## config.mk

```make
export PLATFORM = sky130hd
export DESIGN_NAME = text_buf_ctrl
export DESIGN_NICKNAME = d
export VERILOG_FILES = /design/src/rtl/text_buf_ctrl.sv
export SDC_FILE = /design/constraint.sdc
export NUM_CORES = 1
export LEC_CHECK = 0
export CAP_MARGIN = 15
export CORE_MARGIN = 5
export CORE_UTILIZATION = 25
export DETAILED_ROUTE_END_ITERATION = 16
export DONT_BUFFER_PORTS = 1
export SYNTH_ARGS = -nofsm -noshare
export SYNTH_HDL_FRONTEND = slang
export SYNTH_SLANG_ARGS = --single-unit
```

## constraint.sdc

```tcl
create_clock -name clk -period 7.6 [get_ports clk]
set_clock_uncertainty 0.1 [all_clocks]
set_input_delay 2.28 -clock clk [delete_from_list [all_inputs] [get_ports clk]]
set_output_delay 2.28 -clock clk [all_outputs]
set_load 0.03 [all_outputs]
```

## src/rtl/text_buf_ctrl.sv

```systemverilog
// text_buf_ctrl: keyboard-driven text buffer controller for a ROWS x COLS
// character RAM. Clears the screen and prints a banner after reset, then
// handles printable keys, cursor left/right, backspace and enter. A new
// command prompt is printed on enter. When the text reaches the bottom
// row, the screen is scrolled up by one row.
//
// Ports
//   clk, clrn               clock, synchronous active-high reset
//   key_valid, key_special  key event in; key_special selects the kind of key
//   key_ascii               character code for printable keys
//   key_ready               high while the controller can accept an event
//   wr_en/wr_addr/wr_data   character RAM write port (one write per cycle)
//   rd_addr/rd_data         character RAM read port (data one cycle later)
//   cur_x/cur_y             cursor column/row
//   end_x/end_y             end-of-text column/row
//   busy                    high whenever not idle
//   state_dbg               current FSM state, for observation only
//
// Handshake: a key event is accepted on a rising edge where key_valid and
// key_ready are both high. key_ready is high only in IDLE. An event
// presented while busy is dropped, not queued.
module text_buf_ctrl #(
    parameter int ROWS       = 30,
    parameter int COLS       = 70,
    parameter int PROMPT_LEN = 10
) (
    input  logic        clk,
    input  logic        clrn,
    input  logic        key_valid,
    input  logic [3:0]  key_special,
    input  logic [7:0]  key_ascii,
    output logic        key_ready,
    output logic        wr_en,
    output logic [11:0] wr_addr,
    output logic [7:0]  wr_data,
    output logic [11:0] rd_addr,
    input  logic [7:0]  rd_data,
    output logic [6:0]  cur_x,
    output logic [4:0]  cur_y,
    output logic [6:0]  end_x,
    output logic [4:0]  end_y,
    output logic        busy,
    output logic [2:0]  state_dbg
);

    typedef enum logic [2:0] {
        INIT_CLR = 3'd0,
        INIT_MSG = 3'd1,
        IDLE     = 3'd2,
        PROMPT   = 3'd3,
        SCROLL   = 3'd4,
        CLR_ROW  = 3'd5
    } state_t;

    localparam logic [3:0]  K_CHAR     = 4'd0;
    localparam logic [3:0]  K_LEFT     = 4'd1;
    localparam logic [3:0]  K_RIGHT    = 4'd4;
    localparam logic [3:0]  K_ENTER    = 4'd5;
    localparam logic [3:0]  K_BKSP     = 4'd6;

    localparam logic [6:0]  COL_LAST   = 7'(COLS - 1);
    localparam logic [4:0]  ROW_LAST   = 5'(ROWS - 1);
    localparam logic [6:0]  PROMPT_COL = 7'(PROMPT_LEN);
    localparam logic [11:0] COLS12     = 12'(COLS);
    localparam logic [11:0] CELLS      = 12'(ROWS * COLS);
    localparam logic [11:0] SCROLL_N   = 12'((ROWS - 1) * COLS);
    localparam logic [11:0] MSG_LEN    = 12'd8;
    localparam logic [11:0] PROMPT_END = 12'(PROMPT_LEN - 1);
    localparam logic [4:0]  HOME_ROW   = 5'd2;

    function automatic logic [7:0] prompt_char(input logic [3:0] i);
        case (i)
            4'd0:    prompt_char = 8'h4E;
            4'd1:    prompt_char = 8'h41;
            4'd2:    prompt_char = 8'h4E;
            4'd3:    prompt_char = 8'h40;
            4'd4:    prompt_char = 8'h4E;
            4'd5:    prompt_char = 8'h41;
            4'd6:    prompt_char = 8'h4E;
            4'd7:    prompt_char = 8'h3A;
            4'd8:    prompt_char = 8'h7E;
            4'd9:    prompt_char = 8'h24;
            default: prompt_char = 8'h00;
        endcase
    endfunction

    function automatic logic [7:0] welcome_char(input logic [2:0] i);
        case (i)
            3'd0:    welcome_char = 8'h57;
            3'd1:    welcome_char = 8'h65;
            3'd2:    welcome_char = 8'h6C;
            3'd3:    welcome_char = 8'h63;
            3'd4:    welcome_char = 8'h6F;
            3'd5:    welcome_char = 8'h6D;
            3'd6:    welcome_char = 8'h65;
            default: welcome_char = 8'h21;
        endcase
    endfunction

    function automatic logic [11:0] cell_addr(input logic [6:0] x, input logic [4:0] y);
        cell_addr = {7'd0, y} * COLS12 + {5'd0, x};
    endfunction

    state_t            state, state_n;
    logic [11:0]       cnt, cnt_n;
    logic [6:0]        cur_x_n, end_x_n;
    logic [4:0]        cur_y_n, end_y_n;
    logic [ROWS-1:0]   line_flag, line_flag_n;
    logic [4:0]        prow, prow_n;      // row the prompt is written to
    logic              pmode, pmode_n;    // scroll was started by enter
    logic              wr_en_c;
    logic [11:0]       wr_addr_c, rd_addr_c;
    logic [7:0]        wr_data_c;

    // Cursor neighbourhood, evaluated only in IDLE.
    logic [6:0]  prev_x, next_x;
    logic [4:0]  prev_y, next_y, tgt_row;
    logic        at_prompt_edge, at_home, at_origin, at_last;
    logic        cur_eq_end, cur_before_end, accept;
    logic [11:0] msg_idx;

    always_ff @(posedge clk) begin
        if (clrn) begin
            state     <= INIT_CLR;
            cnt       <= '0;
            cur_x     <= '0;
            cur_y     <= '0;
            end_x     <= '0;
            end_y     <= '0;
            line_flag <= '0;
            prow      <= '0;
            pmode     <= 1'b0;
        end else begin
            state     <= state_n;
            cnt       <= cnt_n;
            cur_x     <= cur_x_n;
            cur_y     <= cur_y_n;
            end_x     <= end_x_n;
            end_y     <= end_y_n;
            line_flag <= line_flag_n;
            prow      <= prow_n;
            pmode     <= pmode_n;
        end
    end

    always_comb begin
        state_n     = state;
        cnt_n       = cnt;
        cur_x_n     = cur_x;
        cur_y_n     = cur_y;
        end_x_n     = end_x;
        end_y_n     = end_y;
        line_flag_n = line_flag;
        prow_n      = prow;
        pmode_n     = pmode;
        wr_en_c     = 1'b0;
        wr_addr_c   = '0;
        wr_data_c   = '0;
        rd_addr_c   = '0;
        msg_idx     = cnt - MSG_LEN;

        prev_x  = (cur_x == 7'd0) ? COL_LAST : cur_x - 7'd1;
        prev_y  = (cur_x == 7'd0) ? cur_y - 5'd1 : cur_y;
        next_x  = (cur_x == COL_LAST) ? 7'd0 : cur_x + 7'd1;
        next_y  = (cur_x == COL_LAST) ? cur_y + 5'd1 : cur_y;
        tgt_row = end_y + 5'd1;

        // The prompt and the banner rows are protected from cursor moves.
        at_prompt_edge = line_flag[cur_y] && (cur_x == PROMPT_COL);
        at_home        = (cur_x == 7'd0) && (cur_y == HOME_ROW);
        at_origin      = (cur_x == 7'd0) && (cur_y == 5'd0);
        at_last        = (cur_x == COL_LAST) && (cur_y == ROW_LAST);
        cur_eq_end     = (cur_x == end_x) && (cur_y == end_y);
        cur_before_end = (cur_y < end_y) || ((cur_y == end_y) && (cur_x < end_x));
        accept         = key_valid && (state == IDLE);

        case (state)
            INIT_CLR: begin
                wr_en_c   = 1'b1;
                wr_addr_c = cnt;
                if (cnt == CELLS - 12'd1) begin
                    state_n = INIT_MSG;
                    cnt_n   = '0;
                end else begin
                    cnt_n = cnt + 12'd1;
                end
            end

            INIT_MSG: begin
                // Banner at the top-left, then the first prompt on row 2.
                wr_en_c = 1'b1;
                if (cnt < MSG_LEN) begin
                    wr_addr_c = cnt;
                    wr_data_c = welcome_char(cnt[2:0]);
                end else begin
                    wr_addr_c = cell_addr(msg_idx[6:0], HOME_ROW);
                    wr_data_c = prompt_char(msg_idx[3:0]);
                end
                if (cnt == MSG_LEN + PROMPT_END) begin
                    line_flag_n           = '0;
                    line_flag_n[HOME_ROW] = 1'b1;
                    cur_x_n = PROMPT_COL;
                    cur_y_n = HOME_ROW;
                    end_x_n = PROMPT_COL;
                    end_y_n = HOME_ROW;
                    state_n = IDLE;
                    cnt_n   = '0;
                end else begin
                    cnt_n = cnt + 12'd1;
                end
            end

            IDLE: begin
                if (accept) begin
                    case (key_special)
                        K_CHAR: begin
                            wr_en_c   = 1'b1;
                            wr_addr_c = cell_addr(cur_x, cur_y);
                            wr_data_c = key_ascii;
                            if (at_last) begin
                                // Rows move up; the new bottom row carries no prompt.
                                line_flag_n = {1'b0, line_flag[ROWS-1:1]};
                                pmode_n     = 1'b0;
                                cnt_n       = '0;
                                state_n     = SCROLL;
                            end else begin
                                cur_x_n = next_x;
                                cur_y_n = next_y;
                                if (cur_eq_end) begin
                                    end_x_n = next_x;
                                    end_y_n = next_y;
                                end
                            end
                        end
                        K_LEFT: begin
                            if (!at_prompt_edge && !at_home && !at_origin) begin
                                cur_x_n = prev_x;
                                cur_y_n = prev_y;
                            end
                        end
                        K_RIGHT: begin
                            if (cur_before_end) begin
                                cur_x_n = next_x;
                                cur_y_n = next_y;
                            end
                        end
                        K_ENTER: begin
                            cnt_n = '0;
                            if (end_y < ROW_LAST) begin
                                line_flag_n[tgt_row] = 1'b1;
                                prow_n  = tgt_row;
                                state_n = PROMPT;
                            end else begin
                                line_flag_n = {1'b1, line_flag[ROWS-1:1]};
                                pmode_n     = 1'b1;
                                state_n     = SCROLL;
                            end
                        end
                        K_BKSP: begin
                            if (cur_eq_end && !at_home && !at_prompt_edge && !at_origin) begin
                                wr_en_c   = 1'b1;
                                wr_addr_c = cell_addr(prev_x, prev_y);
                                wr_data_c = 8'h00;
                                cur_x_n   = prev_x;
                                cur_y_n   = prev_y;
                                end_x_n   = prev_x;
                                end_y_n   = prev_y;
                            end
                        end
                        default: ;
                    endcase
                end
            end

            PROMPT: begin
                wr_en_c   = 1'b1;
                wr_addr_c = cell_addr(cnt[6:0], prow);
                wr_data_c = prompt_char(cnt[3:0]);
                if (cnt == PROMPT_END) begin
                    cur_x_n = PROMPT_COL;
                    cur_y_n = prow;
                    end_x_n = PROMPT_COL;
                    end_y_n = prow;
                    state_n = IDLE;
                    cnt_n   = '0;
                end else begin
                    cnt_n = cnt + 12'd1;
                end
            end

            SCROLL: begin
                // Read one row below at cnt; the data arrives next cycle
                // and is written one row up at cnt-1.
                if (cnt < SCROLL_N) begin
                    rd_addr_c = cnt + COLS12;
                end
                if (cnt != 12'd0) begin
                    wr_en_c   = 1'b1;
                    wr_addr_c = cnt - 12'd1;
                    wr_data_c = rd_data;
                end
                if (cnt == SCROLL_N) begin
                    state_n = CLR_ROW;
                    cnt_n   = '0;
                end else begin
                    cnt_n = cnt + 12'd1;
                end
            end

            CLR_ROW: begin
                wr_en_c   = 1'b1;
                wr_addr_c = SCROLL_N + cnt;
                if (cnt == COLS12 - 12'd1) begin
                    cnt_n = '0;
                    if (pmode) begin
                        prow_n  = ROW_LAST;
                        state_n = PROMPT;
                    end else begin
                        cur_x_n = 7'd0;
                        cur_y_n = ROW_LAST;
                        end_x_n = 7'd0;
                        end_y_n = ROW_LAST;
                        state_n = IDLE;
                    end
                end else begin
                    cnt_n = cnt + 12'd1;
                end
            end

            default: begin
                state_n = INIT_CLR;
                cnt_n   = '0;
            end
        endcase
    end

    // Outputs are forced inactive while reset is held, so a reset landing
    // mid-sequence cuts the write stream off in that same cycle.
    assign wr_en     = wr_en_c && !clrn;
    assign wr_addr   = wr_addr_c;
    assign wr_data   = wr_data_c;
    assign rd_addr   = rd_addr_c;
    assign key_ready = (state == IDLE) && !clrn;
    assign busy      = (state != IDLE) || clrn;
    assign state_dbg = state;

endmodule
```

## After elaboration in Yosys (flattened, before gate mapping)

Memory sizes are Yosys's and may differ from the RTL's. A register that Yosys moved wholly into a read port is not among the register bits.
Cells that the tools add are included.

| storage, ports and cells | value |
|---|---|
| register bits | 75 |
| bits in read-only memories | 224 |
| bits of input ports | 23 |
| output and inout port bits | 62 |
| logic and storage cells | 221 |
| memories kept | 2 |

Memories:

| memory | depth | bits a word | rd ports | clocked after memory_dff | wr ports | RTL line | RTL |
|---|---|---|---|---|---|---|---|
| (no name shown) | 16 | 7 | 1 | 0 | 0 | 72 | `case (i)` |
| (no name shown) | 16 | 7 | 1 | 1 | 0 | 72 |  |

| cells by class | value |
|---|---|
| $add $sub $neg | 14 |
| multipliers | 3 |
| $lt $le $gt $ge | 8 |
| eq/ne operators | 48 |
| multiplexer cells | 96 |
| bitwise operators | 1 |
| reductions and logical operators | 40 |

Operators with widths:

| operator | number |
|---|---|
| 12-bit two-way mux | 13 |
| 12-bit case mux with 6 select lines | 2 |
| 30-bit two-way mux | 4 |
| 30-bit case mux with 2 select lines | 2 |
| 7-bit two-way mux | 14 |
| 5-bit two-way mux | 19 |
| 7-bit case mux with 4 select lines | 3 |
| 5-bit case mux with 4 select lines | 3 |
| 12-bit case mux with 2 select lines | 2 |
| 7-bit case mux with 6 select lines | 1 |
| 12-bit by 7-bit adder with 12-bit output | 3 |
| 5-bit by 6-bit multiplier with 11-bit output, second input constant | 3 |
| 8-bit two-way mux | 4 |
| 8-bit case mux with 4 select lines | 1 |
| 30-bit bitwise OR | 1 |
| 3-bit two-way mux | 8 |
| 2-bit inequality test, second input constant | 11 |
| 5-bit case mux with 2 select lines | 2 |
| 3-bit inequality test, second input constant | 6 |
| 3-bit case mux with 6 select lines | 1 |
| 3-bit equality test, second input constant | 5 |
| 1-bit logical AND | 15 |
| 7-bit case mux with 2 select lines | 1 |
| 11-bit by 12-bit adder with 12-bit output, first input constant | 1 |
| 59 further kinds | 85 |

## Logic depth before layout (Yosys ltp)

Gate-level depths: netlist (run 1).

| logic depth | value |
|---|---|
| word-level depth | 11 |
| gate-level depth with buffers | 21 |
| depth with buffers taken out | 19 |

## Worst setup path before layout (run 1)

Ideal clock, no wire load.

| timing path | value |
|---|---|
| path kind | flip-flop to output port |
| from | register cur_y[2] |
| to | output port wr_addr[8] |
| data arrival time | 4999 ps |
| required time | 5220 ps |
| slack | 221 ps |
| cell stages (with the launch flop) | 22 |
| buffers on the path | 3 |
| cell sequence | dfxtp_1 > clkbuf_1 > inv_1 > ha_1 > a21boi_0 > a31oi_1 > nor2b_1 > buf_1 > xnor2_1 > ha_1 > inv_1 > fa_1 > clkbuf_1 > xnor2_1 > ha_1 > nor2_1 > nor2_1 > and2_1 > a22oi_1 > nand4_1 > xnor2_1 > o21ai_0 |

| on the way | value |
|---|---|
| word-level cells in the longest chain between the ends | 10 |
| elaborated cells between the ends (all ways) | 25 |
| those cells by class | 3 x add/sub; 2 x mul; 2 x eq/ne; 7 x mux; 11 x reduce/logical |

RTL lines:

| item | RTL line | RTL |
|---|---|---|
| from (decl) | 39 | `output logic [4:0] cur_y,` |
| from (signal assigned) | 137 | `cur_y <= cur_y_n;` |
| parallel branches: the longest is 7 deep, another holds 12-bit by 7-bit adder with 12-bit output | n/a |  |
| 12-bit case mux with 2 select lines * | 215 | `case (key_special)` |
| 12-bit two-way mux * | 214 | `if (accept) begin` |
| 12-bit case mux with 6 select lines * | 177 | `case (state)` |
| to (decl) | 34 | `output logic [11:0] wr_addr,` |

Mark *: on every way between the ends. The select of a mux whose other input is x is not followed.

## Final worst setup path (run 1)

| timing path | value |
|---|---|
| from | register cur_x[0] |
| to | output port wr_addr[10] |

| on the way | value |
|---|---|
| word-level cells in the longest chain between the ends | 10 |
| elaborated cells between the ends (all ways) | 23 |
| those cells by class | 3 x add/sub; 1 x mul; 2 x eq/ne; 6 x mux; 11 x reduce/logical |

RTL lines:

| item | RTL line | RTL |
|---|---|---|
| from (decl) | 38 | `output logic [6:0] cur_x,` |
| from (signal assigned) | 136 | `cur_x <= cur_x_n;` |
| parallel branches: the longest is 7 deep, another holds 12-bit by 7-bit adder with 12-bit output | n/a |  |
| 12-bit case mux with 2 select lines * | 215 |  |
| 12-bit two-way mux * | 214 |  |
| 12-bit case mux with 6 select lines * | 177 |  |

Mark *: on every way between the ends.

==> out/metrics.csv, run 1 <==
metric,value,unit
drt_iter0_drc,1037,
final_nets,1329,
r2r-start,end_y[2],
clkTransAtPathRegs,0.06,ns
synth.distinct_cells,89,
cts.sinks,81,
ff_latch_area,0.00162,mm²
path_buf_inv,2,
ios,85,
multi_input_area,0.00724,mm²
placed_area,0.00994,mm²
timing.slew.headroom,28.3,%
cts_buffers,9,
cts-resized-gates,0,
synth-seq-cells,81,
drt-total-wl,32.5,mm
avgSynthCellArea,7.67,µm²
placedCellCount,1652,
synth_edf_count,0,
worst_path_most_repeated_cell,ha_1,
rows,70,
cts_buffer_depth,2,
die_y,204,µm
hold-worst-slack,0.382,ns
fillCellCount,3989,
die_w,204,µm
status,finished clean,
firstDrtPassIters,5,
critical-path-max-stage-delay,0.51,ns
total_power,4.61,mW
cp-end-kind,output port,
root_buffer,clkbuf_16,
final_cells,1666,
ir_worst_vdd,678,µV
slew_violations,0,
grt_use_total,15.1,%
ys.flop_type,dfxtp_1,
seq_area_frac_synth,17.3,%
reg2regPathDepth,9,
clock_latency,0.35,ns
crit_chain,"inv_1, ha_1, or3b_2, nor3_2, xnor2_1, ha_1, ha_1, ha_1, ha_1, o21ai_0, o21ai_0, and2_1, nand2_1, o311ai_0, xnor2_1, o21ai_1, buf_4",
syn_to_final_growth,9.82,%
grt_pass1_wl,51.0,mm
leakagePower,3.86,nW
grt_setup_unrepaired,no,
viasPerCell,5.64,
maxCapViolCount,0,
reg2reg_to,end_x[4],
syn_inst,1221,
cp_num_cells,17,
die_area,0.0414,mm²
port_buffers,0,
yosysMostFrequentCell,nor2_1,
netlist_top_cells_count,"nor2_1, ha_1, nand2_1",
rrSetupSlack,3.49,ns
antenna_found_initial,0,
hpwl,25.1,mm
crit_path_max_fanout,5,
syn_nets,1355,
core_area,0.0368,mm²
initial_core_util,25.4,%
ant_nets,0,
synth_top_area_share,17.3,%
finalSetupTns,0,ns
synthArstFlopShare,0,%
hold_buffers,0,
antenna_cells,0,
clock.fmax,0.140,GHz
avgRoutedWirePerCell,19.5,µm
min_period_over_period,94.3,%
cp_slowest_cell,or3b_2,
crit_path_end,wr_addr[10],
pwr_density_cell,449,mW/mm²
startpoint_type,register,
cts_tree,done,
worstHoldPathType,register to register,
cts_setup_buffers,0,
final_cell_area,0.0103,mm²
syn_area,0.00936,mm²
worstPathRequired,5.22,ns
synth-warning-count,0,
worstMarginPinSlew,1.07,ns
hold_violations,0,
synthTopCellsByArea,"dfxtp_1, ha_1, xnor2_1",
grt_overflow_total,0,
drc_errors,0,
grt_pass1_vias,8813,
synth_largest_area_cell,dfxtp_1,
setup_viol,0,
crit_type,register to output port,
gp_congestion,0.924,
cp.arrival,4.79,ns
drive_above_1_share,9.18,%
fin_crit,7.17,ns
grt_max_degree,66,
htreeDepth,3,
cp_top_family,adder cells,
vias,9403,
worstSetupStartpoint,cur_x[0],
-- cells by family (layout without fill, tap and decap cells) --
logic type	after synthesis	count (layout)	synth area share (%)
buf+inv	134	111	5.76
simple gates	409	409	22.3
xor+xnor	75	75	7.02
flops	81	81	17.3
mux	19	19	3.02
fa+ha+maj	111	111	15.3
compound gates	392	392	29.3
-- final cells by class --
type                       instances  area share [%]
clock buffer                      11            2.46
clock inverter                     3           0.633
inverter                          56            2.04
multi-input combinational       1006            70.4
sequential                        81            15.8
tap                              468            5.70
timing repair buffer              41            2.99
-- how the worst min path moves through the flow --
stage | cells after the start | startpoint | slack (ns) | endpoint
global route | 2 | pmode | 0.43 | pmode
CTS | 2 | pmode | 0.38 | pmode
finish | 2 | pmode | 0.38 | pmode
detailed placement | 2 | pmode | 0.37 | pmode
floorplan | 2 | pmode | 0.35 | pmode
global placement | 2 | pmode | 0.37 | pmode
-- registers in the layout, summed over array words and instances, names as in the netlist, named ones only --
name / cells
cnt: 12
cur_x: 7
cur_y: 5
end_x: 7
end_y: 5
line_flag: 30
pmode: 1
prow: 5
state_dbg: 3
-- through the flow --
step / utilization, % / worst slack [ns]
floorplan: - / 0.221
global placement: 27.0 / 0.639
detailed placement: 27.0 / 0.517
CTS: 27.9 / 0.111
global route: 27.9 / 0.00427
finish: 27.9 / 0.433
-- report_power, final --
group          switching, mW  total (mW)  internal [mW]  leakage, nW
sequential            0.0840       0.540          0.456        0.654
clock                  0.180       0.482          0.302        0.157
combinational           2.11        3.59           1.48         3.05
total                   2.37        4.61           2.24         3.86
-- worst min-delay path, cell delays in order, from the launching register on --
cell	delay, ns
dfxtp_1	0.32
o31ai_1	0.07
a21oi_1	0.06
-- per-layer routing --
layer | GRT usage [%] | up-vias | share of wire [%]
li1 | - | 4507 | -
met4 | 4.48 | 0 | 2.4
met5 | 0 | - | 0
met3 | 3.93 | 38 | 8.2
met2 | 24.1 | 361 | 45
met1 | 20.3 | 4497 | 44
-- placed cells by master (no fill, tap or decap), types with 14 or more instances in the layout --
master / instances
nor2_1: 118
ha_1: 105
nand2_1: 94
o21ai_0: 87
dfxtp_1: 81
a21oi_1: 75
inv_1: 55
xnor2_1: 51
buf_4: 41
nand3_1: 25
xor2_1: 24
a22oi_1: 23
a211oi_1: 22
nor2b_1: 20
nor3_1: 20
a21o_1: 19
nand4_1: 17
a31oi_1: 15
o31ai_1: 14
nand2b_1: 14
Note: power is estimated with default switching activity, not from simulation.
==> inputs of run 2 (changes only) <==
HOLD_SLACK_MARGIN = 0.1   (was not set)
==> results of run 2 <==
Final layout, timing and power as in run 1 (identical DEF).
==> inputs of run 3 (changes only) <==
CORE_MARGIN = not set   (was 5)
==> run 3 against run 2 <==
Routed wire length increased by 0.29%. Flip-flop and latch count did not move. Power down 0.33%. Clock power fell by 5.0%. Critical path depth up 3. Worst hold slack better by 0.0060 ns.
==> out/metrics.csv, run 3 (synthesis gave the netlist of run 1 again) <==
metric,value,unit,change
status,finished clean,,
worstPathRequired,5.22,ns,about the same
placedCellCount,1653,,+0.061%
cp-end-kind,output port,,
grt_use_total,16.9,%,+1.8 points
hold_violations,0,,unchanged
rrSetupSlack,3.47,ns,-0.02 ns
setup_viol,0,,unchanged
die_area,0.0382,mm²,-7.7%
cp_top_family,simple AND/OR/NAND/NOR gates,,
critical-path-max-stage-delay,0.37,ns,-0.14 ns
largest_reg_flops,30,,unchanged
die_y,196,µm,-3.9%
vias,9441,,+0.40%
port_buffers,0,,unchanged
drt-total-wl,32.6,mm,+0.29%
cts_tree,done,,
cp_num_cells,20,,+3
path_buf_inv,2,,unchanged
grt_pass1_vias,8948,,+1.5%
worstHoldStart,pmode,,
cts_buffer_depth,2,,unchanged
crit_path_max_fanout,6,,+1
ff_latch_area,0.00162,mm²,unchanged
ios,85,,unchanged
clock_latency,0.36,ns,about the same
avgRoutedWirePerCell,19.5,µm,+0.11%
largestRegisters,"line_flag: 30 flops, cnt: 12 flops",,
finalSetupTns,0,ns,unchanged
fin_crit,7.26,ns,+0.0952 ns
cts_setup_buffers,0,,unchanged
cts.sinks,81,,unchanged
grt_max_degree,66,,unchanged
hold_buffers,0,,unchanged
worstMarginPinSlew,1.07,ns,-0.00155 ns
worstHoldPathType,register to register,,
whs_endpoint,pmode,,
clkTransAtPathRegs,0.07,ns,about the same
timing.slew.headroom,28.3,%,about the same
fillCellCount,3947,,-1.1%
ir_worst_vdd,613,µV,-9.6%
firstDrtPassIters,5,,unchanged
gp_congestion,0.909,,-1.6%
worst_path_most_repeated_cell,ha_1,,
grt_pass1_wl,51.1,mm,+0.20%
reg2regPathDepth,9,,unchanged
final_cells,1669,,+0.18%
drt_iter0_drc,976,,-5.9%
r2r-start,end_y[2],,
multi_input_area,0.00723,mm²,about the same
hold_depth,2,,unchanged
hpwl,24.9,mm,-0.68%
drc_errors,0,,unchanged
grt_setup_unrepaired,no,,
rows,70,,unchanged
die_w,196,µm,-3.9%
largest_register,line_flag,,
drive_above_1_share,9.33,%,+0.14 points
final_nets,1330,,+0.075%
crit_type,register to output port,,
syn_to_final_growth,9.65,%,
core_area,0.0367,mm²,-0.24%
maxCapViolCount,0,,unchanged
ant_nets,0,,unchanged
pwr_density_cell,448,mW/mm²,-0.18%
antenna_found_initial,1,,+1
grt_overflow_total,0,,unchanged
min_period_over_period,95.6,%,+1.3 points
cts_buffers,9,,unchanged
clock.fmax,0.138,GHz,-1.3%
final_cell_mix,"nor2_1, ha_1, nand2_1, o21ai_0, dfxtp_1",,
htreeDepth,3,,unchanged
reg2reg_to,cur_x[6],,
crit_chain,"inv_1, ha_1, nor3b_2, nand2_1, nor2_1, xor2_1, xnor2_1, ha_1, ha_1, a31o_2, xnor2_1, ha_1, nor2_1, nor2_1, and2_1, nand2_1, o311ai_0, xnor2_1, o21ai_1, buf_4",,
slew_violations,0,,unchanged
root_buffer,clkbuf_16,,
final_common_cell,nor2_1,,
cp_slowest_cell,ha_1,,
leakagePower,3.85,nW,-0.35%
cp.arrival,4.88,ns,+0.09 ns
viasPerCell,5.66,,+0.22%
antenna_cells,0,,unchanged
initial_core_util,25.5,%,+0.061 points
startpoint_type,register,,
run 3: cell types whose count changed in the layout (fill, tap and decap cells not counted), sizes merged:
cell / delta
clkinv: +1
bufinv: -1
clkinvlp: +2
buf: +1
run 3: final cells by class:
class                      instances  share of cell area [%]
inverter                          56                    2.05
clock buffer                      11                    2.36
multi-input combinational       1006                    70.5
timing repair buffer              42                    3.07
sequential                        81                    15.8
tap                              468                    5.70
clock inverter                     5                   0.536
run 3: worst reg2reg max path, delay by kind of cell, from the launching register on:
kind            cells  cell delay [ns]
compound gates      2             0.49
fa+ha+maj           1             0.32
buf+inv             1             0.17
flops               1             0.79
mux                 1             0.41
simple gates        4             1.76
run 3: power by group:
part | switching (mW) | total, mW | internal [mW]
Combinational | 2.12 | 3.60 | 1.48
Clock | 0.196 | 0.458 | 0.263
Sequential | 0.0818 | 0.537 | 0.456
Total | 2.40 | 4.60 | 2.20
run 3: metal layers:
layer	track usage [%]	part of all wire [%]	vias up
met3	3.96	8.0	73
li1	-	-	4494
met1	22.0	44	4501
met5	0	0.055	-
met2	26.7	44	371
met4	7.06	3.5	2
run 3: repair_timing:
| item | 4_1_cts | 5_1_grt |
|---|---|---|
| endpoints found under the hold margin | 0 | 0 |
| resized for setup | 0 | 4 |
| endpoints found under the setup margin | 0 | 4 |
run 3: how the worst max path moves through the flow:
| stage | from | end | slack (ns) |
|---|---|---|---|
| after floorplan | cur_y[2] | wr_addr[8] | 0.22 |
| after global placement | cur_x[0] | wr_addr[10] | 0.65 |
| after detailed placement | cur_x[0] | wr_addr[10] | 0.39 |
| after CTS | cur_x[0] | wr_addr[10] | 0.01 |
| after global routing | cur_x[0] | wr_addr[8] | 0.01 |
| final | cur_x[0] | wr_addr[10] | 0.34 |
run 3: stage by stage:
step                instance area (µm²)  hold slack, ns  worst slack (ns)  util, %  total power, mW
finish                            10300           0.388             0.338     28.0             4.60
CTS                               10200           0.382            0.0149     27.9             4.56
floorplan                          9360           0.354             0.221        -             3.32
global placement                   9950           0.366             0.654     27.1             4.01
global route                      10300           0.429            0.0122     28.0             5.05
detailed placement                 9950           0.369             0.390     27.1             4.08
